[src/rtl/mult_div_if.sv]
// Request/result bundle between a requester and the HI/LO multiply-divide unit.
interface mult_div_if;
  logic        start;
  logic [5:0]  fncode;
  logic [31:0] op_a;
  logic [31:0] op_b;
  logic        busy;
  logic        done;
  logic [31:0] hi;
  logic [31:0] lo;

  modport master (
    output start, fncode, op_a, op_b,
    input  busy, done, hi, lo
  );

  modport slave (
    input  start, fncode, op_a, op_b,
    output busy, done, hi, lo
  );
endinterface

[src/rtl/mult_div_unit.sv]
// Iterative 32-bit MULT/MULTU/DIV/DIVU unit with MTHI/MTLO, 33-cycle latency.
// One shift-add or restoring shift-subtract step per cycle on magnitudes; signs fixed up at the end.
module mult_div_unit (
  input  logic       clk,
  input  logic       reset,
  mult_div_if.slave  bus
);

  localparam logic [5:0] FN_MTHI  = 6'h11;
  localparam logic [5:0] FN_MTLO  = 6'h13;
  localparam logic [5:0] FN_MULT  = 6'h18;
  localparam logic [5:0] FN_MULTU = 6'h19;
  localparam logic [5:0] FN_DIV   = 6'h1A;
  localparam logic [5:0] FN_DIVU  = 6'h1B;

  typedef enum logic [1:0] {
    S_IDLE = 2'd0,
    S_RUN  = 2'd1,
    S_FIX  = 2'd2
  } state_e;

  state_e      state_q, state_d;
  logic [4:0]  cnt_q, cnt_d;
  logic [63:0] acc_q, acc_d;
  logic [31:0] opnd_q, opnd_d;
  logic [31:0] a_raw_q, a_raw_d;
  logic        is_div_q, is_div_d;
  logic        neg_q_q, neg_q_d;
  logic        neg_r_q, neg_r_d;
  logic        div0_q, div0_d;
  logic        busy_q, busy_d;
  logic        done_q, done_d;
  logic [31:0] hi_q, hi_d;
  logic [31:0] lo_q, lo_d;

  logic [32:0] mul_sum_s;
  logic [64:0] shl_s;
  logic [32:0] trial_s;
  logic        is_signed_s;
  logic [31:0] a_mag_s;
  logic [31:0] b_mag_s;
  logic [63:0] prod_s;

  function automatic logic [31:0] mag32(input logic [31:0] v, input logic sgn);
    return (sgn && v[31]) ? (32'd0 - v) : v;
  endfunction

  function automatic logic [63:0] cond_neg64(input logic [63:0] v, input logic neg);
    return neg ? (64'd0 - v) : v;
  endfunction

  function automatic logic [31:0] cond_neg32(input logic [31:0] v, input logic neg);
    return neg ? (32'd0 - v) : v;
  endfunction

  assign bus.busy = busy_q;
  assign bus.done = done_q;
  assign bus.hi   = hi_q;
  assign bus.lo   = lo_q;

  always_ff @(posedge clk) begin
    if (reset) begin
      state_q  <= S_IDLE;
      cnt_q    <= 5'd0;
      acc_q    <= 64'd0;
      opnd_q   <= 32'd0;
      a_raw_q  <= 32'd0;
      is_div_q <= 1'b0;
      neg_q_q  <= 1'b0;
      neg_r_q  <= 1'b0;
      div0_q   <= 1'b0;
      busy_q   <= 1'b0;
      done_q   <= 1'b0;
      hi_q     <= 32'd0;
      lo_q     <= 32'd0;
    end else begin
      state_q  <= state_d;
      cnt_q    <= cnt_d;
      acc_q    <= acc_d;
      opnd_q   <= opnd_d;
      a_raw_q  <= a_raw_d;
      is_div_q <= is_div_d;
      neg_q_q  <= neg_q_d;
      neg_r_q  <= neg_r_d;
      div0_q   <= div0_d;
      busy_q   <= busy_d;
      done_q   <= done_d;
      hi_q     <= hi_d;
      lo_q     <= lo_d;
    end
  end

  // Multiply keeps the product high half in acc[63:32] with the multiplier shifting out of acc[31:0];
  // divide keeps the partial remainder in acc[63:32] and shifts quotient bits into acc[31:0].
  always_comb begin
    state_d  = state_q;
    cnt_d    = cnt_q;
    acc_d    = acc_q;
    opnd_d   = opnd_q;
    a_raw_d  = a_raw_q;
    is_div_d = is_div_q;
    neg_q_d  = neg_q_q;
    neg_r_d  = neg_r_q;
    div0_d   = div0_q;
    busy_d   = busy_q;
    done_d   = 1'b0;
    hi_d     = hi_q;
    lo_d     = lo_q;

    is_signed_s = ~bus.fncode[0];
    a_mag_s     = mag32(bus.op_a, is_signed_s);
    b_mag_s     = mag32(bus.op_b, is_signed_s);
    mul_sum_s   = {1'b0, acc_q[63:32]} + (acc_q[0] ? {1'b0, opnd_q} : 33'd0);
    shl_s       = {acc_q, 1'b0};
    trial_s     = shl_s[64:32] - {1'b0, opnd_q};
    prod_s      = cond_neg64(acc_q, neg_q_q);

    case (state_q)
      S_IDLE: begin
        if (bus.start) begin
          case (bus.fncode)
            FN_MTHI: begin
              hi_d   = bus.op_a;
              done_d = 1'b1;
            end
            FN_MTLO: begin
              lo_d   = bus.op_a;
              done_d = 1'b1;
            end
            FN_MULT, FN_MULTU, FN_DIV, FN_DIVU: begin
              is_div_d = bus.fncode[1];
              neg_q_d  = is_signed_s & (bus.op_a[31] ^ bus.op_b[31]);
              neg_r_d  = is_signed_s & bus.op_a[31];
              div0_d   = (bus.op_b == 32'd0);
              a_raw_d  = bus.op_a;
              cnt_d    = 5'd0;
              busy_d   = 1'b1;
              state_d  = S_RUN;
              if (bus.fncode[1]) begin
                acc_d  = {32'd0, a_mag_s};
                opnd_d = b_mag_s;
              end else begin
                acc_d  = {32'd0, b_mag_s};
                opnd_d = a_mag_s;
              end
            end
            default: begin
              state_d = S_IDLE;
            end
          endcase
        end else begin
          state_d = S_IDLE;
        end
      end
      S_RUN: begin
        if (is_div_q) begin
          if (!trial_s[32]) begin
            acc_d = {trial_s[31:0], shl_s[31:1], 1'b1};
          end else begin
            acc_d = shl_s[63:0];
          end
        end else begin
          acc_d = {mul_sum_s, acc_q[31:1]};
        end
        cnt_d = cnt_q + 5'd1;
        if (cnt_q == 5'd31) begin
          state_d = S_FIX;
        end else begin
          state_d = S_RUN;
        end
      end
      S_FIX: begin
        if (is_div_q) begin
          if (div0_q) begin
            lo_d = 32'hFFFF_FFFF;
            hi_d = a_raw_q;
          end else begin
            lo_d = cond_neg32(acc_q[31:0], neg_q_q);
            hi_d = cond_neg32(acc_q[63:32], neg_r_q);
          end
        end else begin
          hi_d = prod_s[63:32];
          lo_d = prod_s[31:0];
        end
        done_d  = 1'b1;
        busy_d  = 1'b0;
        state_d = S_IDLE;
      end
      default: begin
        busy_d  = 1'b0;
        state_d = S_IDLE;
      end
    endcase
  end

endmodule

[src/flat_wrapper.sv]
// flat-port wrapper written by rule: the top's interface ports become plain ports
module mult_div_unit_flat 
  (clk, reset, bus_start, bus_fncode, bus_op_a, bus_op_b, bus_busy, bus_done, bus_hi, bus_lo);
  mult_div_if bus_i ();
  input  logic clk;
  input  logic reset;
  input wire logic [$bits(bus_i.start)-1:0] bus_start;
  input wire logic [$bits(bus_i.fncode)-1:0] bus_fncode;
  input wire logic [$bits(bus_i.op_a)-1:0] bus_op_a;
  input wire logic [$bits(bus_i.op_b)-1:0] bus_op_b;
  output wire logic [$bits(bus_i.busy)-1:0] bus_busy;
  output wire logic [$bits(bus_i.done)-1:0] bus_done;
  output wire logic [$bits(bus_i.hi)-1:0] bus_hi;
  output wire logic [$bits(bus_i.lo)-1:0] bus_lo;
  assign bus_i.start = bus_start;
  assign bus_i.fncode = bus_fncode;
  assign bus_i.op_a = bus_op_a;
  assign bus_i.op_b = bus_op_b;
  assign bus_busy = bus_i.busy;
  assign bus_done = bus_i.done;
  assign bus_hi = bus_i.hi;
  assign bus_lo = bus_i.lo;
  mult_div_unit u_core (.clk(clk), .reset(reset), .bus(bus_i));
endmodule
[config.mk]
export PLATFORM = sky130hd
export DESIGN_NAME = mult_div_unit_flat
export DESIGN_NICKNAME = d
export VERILOG_FILES = /design/src/rtl/mult_div_if.sv /design/src/rtl/mult_div_unit.sv /design/src/flat_wrapper.sv
export SDC_FILE = /design/constraint.sdc
export NUM_CORES = 1
export LEC_CHECK = 0
export BUFFER_PORTS_ARGS = -buffer_cell sky130_fd_sc_hd__buf_2
export CAP_MARGIN = 25
export CELL_PAD_IN_SITES_DETAIL_PLACEMENT = 1
export CELL_PAD_IN_SITES_GLOBAL_PLACEMENT = 1
export CORE_MARGIN = 5
export CORE_UTILIZATION = 41
export DETAILED_ROUTE_END_ITERATION = 12
export PLACE_DENSITY = 0.84
export SETUP_SLACK_MARGIN = 0.2
export SLEW_MARGIN = 20
export SYNTH_ARGS = -nofsm -noshare
export SYNTH_HDL_FRONTEND = slang
export SYNTH_SLANG_ARGS = --single-unit
export TNS_END_PERCENT = 10
[constraint.sdc]
create_clock -name clk -period 3.9 [get_ports clk]
set_clock_uncertainty 0.2 [all_clocks]
set_input_delay 0.78 -clock clk [delete_from_list [all_inputs] [get_ports clk]]
set_output_delay 0.78 -clock clk [all_outputs]
set_load 0.01 [all_outputs]
Word level (Yosys, flattened, before mapping) --
Cells that the tools add are included. W data, S select, Z words.
Word-level totals: word-level logic and storage cells 89, register bits 205, output and inout bits 66
Cells by class: reductions and logical operators 13, add/sub/neg operators 8, equality and inequality tests 14, muxes and demuxes 36, bitwise gates (word level) 5
Operator list (count):
- $mux W32 | 15
- $mux W64 | 5
- $pmux W32 S2 | 2
- $pmux W64 S2 | 1
- $sub A1 B32 Y32 const A | 4
- $sub A1 B64 Y64 const A | 1
- $eq A6 B5 Y1 const B | 6
- $add A32 B33 Y33 | 1
- $sub A33 B32 Y33 | 1
- $logic_not A32 Y1 | 1
- $reduce_and A3 Y1 | 5
- $mux W5 | 2
- $pmux W5 S2 | 1
- $ne A2 B2 Y1 const B | 4
- $pmux W2 S2 | 2
- $add A5 B1 Y5 const B | 1
- $eq A5 B5 Y1 const B | 1
- $mux W1 | 4
- $mux W2 | 2
- $pmux W1 S2 | 2
- $reduce_bool A2 Y1 | 2
- $reduce_or A4 Y1 | 1
- $ne A3 B3 Y1 const B | 1
- $and A1 B1 Y1 | 2
- other kinds (7) | 9

Longest topological paths before layout --
depth after elaboration 7, gate-level depth with buffers 15

Least setup slack after synthesis --
OpenSTA, ideal clock, no wires.
path kind register to register, start register u_core.acc_q[11], end register u_core.hi_q[28] (netlist: u_core.bus.hi[28]), cell stages (with the launch flop) 12, data required time 3586 ps, setup time 114 ps, path buffers 3, data arrival time 3442 ps, slack 143 ps, path through dfxtp_1 buf_6 or4_4 or4_1 buf_2 or4_1 or2_2 clkbuf_1 or3_1 o41ai_2 xor2_1 a2111oi_0
Between the ends: cells in the longest elaborated chain, start to end 4
RTL lines:
- start: declaration | RTL line mult_div_unit.sv:24 | logic [63:0] acc_q, acc_d;
- start signal: assignment | RTL line mult_div_unit.sv:65 | acc_q <= 64'd0;
- start signal: assignment | RTL line mult_div_unit.sv:79 | acc_q <= acc_d;
- $sub A1 B64 Y64 | RTL line mult_div_unit.sv:49 | return neg ? (64'd0 - v) : v;
- $mux W64 | RTL line mult_div_unit.sv:49
- $mux W32 | RTL line mult_div_unit.sv:173 | if (is_div_q) begin
- $pmux W32 S2 | RTL line mult_div_unit.sv:118 | case (state_q)
- end signal: assignment | RTL line mult_div_unit.sv:88 | hi_q <= hi_d;
- end: declaration | RTL line mult_div_unit.sv:33 | logic [31:0] hi_q, hi_d;
No other way between the ends. A chain may end at the register's enable or synchronous reset.

Worst setup path after layout --
start register u_core.acc_q[23], end register u_core.hi_q[28] (netlist: u_core.bus.hi[28])
Same word-level chain as after synthesis.

==> out/results.txt <==
GRT Residual Overflow: 0
num rows: 73
Final setup viols: 0
Worst Path Max Fanout: 9
Gate power share: 19.2%
first-pass GRT wire length: 114000 microns
initial antenna violation count: 0
# nets final: 2539
RSZ-0062 raised after global routing: true
Setup crit start kind: register
Post-CTS Hold Fix Bufs: 0
ratio of cells with drive above 1 in the final layout: 16.7%
CTS Buf Count: 26
EDFF count, synth: 0
Routed Antenna Nets: 0
CTS sink cnt: 205
die area: 44400 sq um
CTS tree: done
final wirelength: 76000 microns
Slew headroom: 32.5%
critical path capture point type: register
final max-slew violation count: 0
sw frac: 30.6%
P_sw: 1.87 mW
R2R cell count: 8
number of global-route vias before repair: 19.3k
ordered cell list for the critical path: or4_4 > or4_1 > or3_1 > or2_4 > or3_4 > o41ai_2 > xor2_1 > a2111oi_0
P_int: 4.24 mW
fin util: 49.0%
Reg clk slew, reported paths: 60 ps
synthesized flop and latch total: 205
status: finished clean
clock share of power: 45.6%
reg2reg end: u_core.bus.hi[28]
Seq pwr share: 35.2%
routability cong.: 0.950
syn_nets: 2402
HP Class: register to register
number of distinct library cells after synthesis: 75
drt first-iter violations: 2203
synthesis-to-finish area growth: 18.1%
Die X: 211 microns
overall power: 6.11 mW
Peak VDD IR: 0.287 mV
hold depth: 2
ys flop type: dfxtp_1
Critical Path AT: 3960 ps
diodes inserted: 0
Synth async-reset ratio: 0%
Leak: 7.85 nW
setup ws final: 191 ps
Max Freq: 270 MHz
Post-route DRC: 0
power density cells: 313 nW/um^2
Fill cells: 5033
slowest CP cell: or4_4
starting density of the core: 41.5%
syn avg cell area: 7.32 sq um
DR vias/cell: 6.53
synthesized area: 16500 sq um
Worst Max-Slew Pin Slew: 1010 ps
max_cap viols: 0
minimum clock period: 3710 ps
Setup TNS: 0 ps
Worst-Skew Late Latency: 580 ps
origin of the worst min-delay path: u_core.bus.lo[19]
Worst path max stage delay: 590 ps
clock tree buffer depth: 3
final hold viol count: 0
GRT Total Usage: 32.2%
critical path class: register to register
I/O Buffers: 138
worst hold slack: 254 ps
dpl ws: -133 ps
H-tree lvl count: 1
register area share after synthesis: 24.8%
worst reg2reg startpoint: u_core.acc_q[23]
detailed-route via count: 19.2k
R2R Setup Slk: 190 ps
Core Footprint: 39800 sq um
Post-Syn Instances: 2257
period utilization: 95.1%
CTS Root Cell: clkbuf_16
# IOs: 139
Hold Path Sink: u_core.bus.lo[19]
pin count of the biggest net entering global routing: 58
CP required: 4150 ps
Synth Warn #: 0
DP Wirelength: 56000 microns
DIE HEIGHT: 211 microns
DR pass1 iterations: 5
Avg WL per Cell: 25.9 microns
-- kinds of logic after synthesis --
group	Yosys count	share of synthesized area (%)
DFF	205	24.8
and+or+nand+nor	726	20.0
muxes	78	4.75
buffers and inverters	244	5.67
adders and majority gates	72	5.55
xor gates and xnor gates	194	10.3
AOI/OAI and AO/OA	738	28.9
-- registers in the layout, indices dropped and copies added, names as in the netlist --
signal,count
u_core.opnd_q,32
u_core.bus.hi,32
u_core.cnt_q,5
u_core.div0_q,1
u_core.is_div_q,1
u_core.neg_r_q,1
u_core.acc_q,64
u_core.bus.done,1
u_core.bus.lo,32
u_core.state_q,2
u_core.bus.busy,1
u_core.neg_q_q,1
u_core.a_raw_q,32
-- cells in the mapped netlist (all sizes together), types with 43 or more instances --
cell type	instances	area (sq um)
inv	63	236
clkbuf	164	617
nor3	46	230
a211oi	43	323
xnor2	117	1020
o21ai	162	811
nor2	219	822
a21oi	216	1080
o211ai	43	323
ha	70	876
xor2	77	674
mux2i	75	751
nand2	273	1020
dfxtp	205	4100
-- power groups by stage --
| stage | clock [mW] | combinational (mW) | sequential (mW) |
|---|---|---|---|
| 2_1_floorplan | 0 | 0.655 | 2.19 |
| 3_3_place_gp | 0 | 1.06 | 2.19 |
| 5_1_grt | 2.88 | 1.23 | 2.15 |
| 6_report | 2.79 | 1.17 | 2.15 |
| 3_5_place_dp | 0 | 1.09 | 2.19 |
| 4_1_cts | 2.78 | 1.10 | 2.15 |
-- cell type report --
class	instances	area [sq um]	share of cell area [%]
Clock buffer	34	763	3.91
Clock inverter	12	208	1.06
Inverter	64	244	1.25
Multi-Input combinational cell	1809	11700	59.8
Sequential cell	205	4110	21.1
Tap cell	525	657	3.37
Timing Repair Buffer	288	1850	9.49
-- per-layer routing --
layer	track usage (%)	part of all wire (%)	vias up
li1	-	-	8431
met1	41.0	39	9491
met2	51.4	45	997
met3	6.68	9.2	266
met4	17.2	6.5	0
met5	0	0	-
-- layout by cell type (no fill, tap or decap), types with 75 or more instances in the layout --
cell type,instances
a21oi_1,215
buf_2,137
buf_4,148
dfxtp_1,200
mux2i_1,75
nand2_1,272
nor2_1,214
o21ai_0,155
xnor2_1,117
xor2_1,77
-- critical path, delay by kind of cell (launching register included) --
kind | cells | cell delay [ps]
AND/OR/NAND/NOR | 5 | 2320
flip-flops | 1 | 320
XOR/XNOR | 1 | 100
AO/OA/AOI/OAI | 2 | 660
-- metrics by stage --
| stage | instances | area [sq um] |
|---|---|---|
| floorplan | 2257 | 16500 |
| global placement | 2887 | 18400 |
| detailed placement | 2887 | 18400 |
| CTS | 2935 | 19400 |
| global route | 2937 | 19500 |
| finish | 2937 | 19500 |
-- how the worst max path moves through the flow --
stage                           from                 to  slack, ps  depth (start not counted)
floorplan           u_core.acc_q[12]  u_core.bus.hi[28]        270                         10
global placement        bus_op_b[12]  u_core.opnd_q[19]        -50                         10
detailed placement      bus_op_b[10]  u_core.opnd_q[19]       -130                         10
CTS                 u_core.acc_q[48]  u_core.bus.hi[30]        120                          9
global route        u_core.acc_q[34]   u_core.acc_q[56]         60                         10
finish              u_core.acc_q[23]  u_core.bus.hi[28]        190                          8
-- repair_timing --
action / 4_1_cts / 5_1_grt
pin swaps: 0 / 5
endpoints found under the setup margin: 17 / 49
buffers inserted: 2 / 1
resized for setup: 8 / 31
cloned: 0 / 1
No activity file was read; power rests on OpenSTA's default activity.
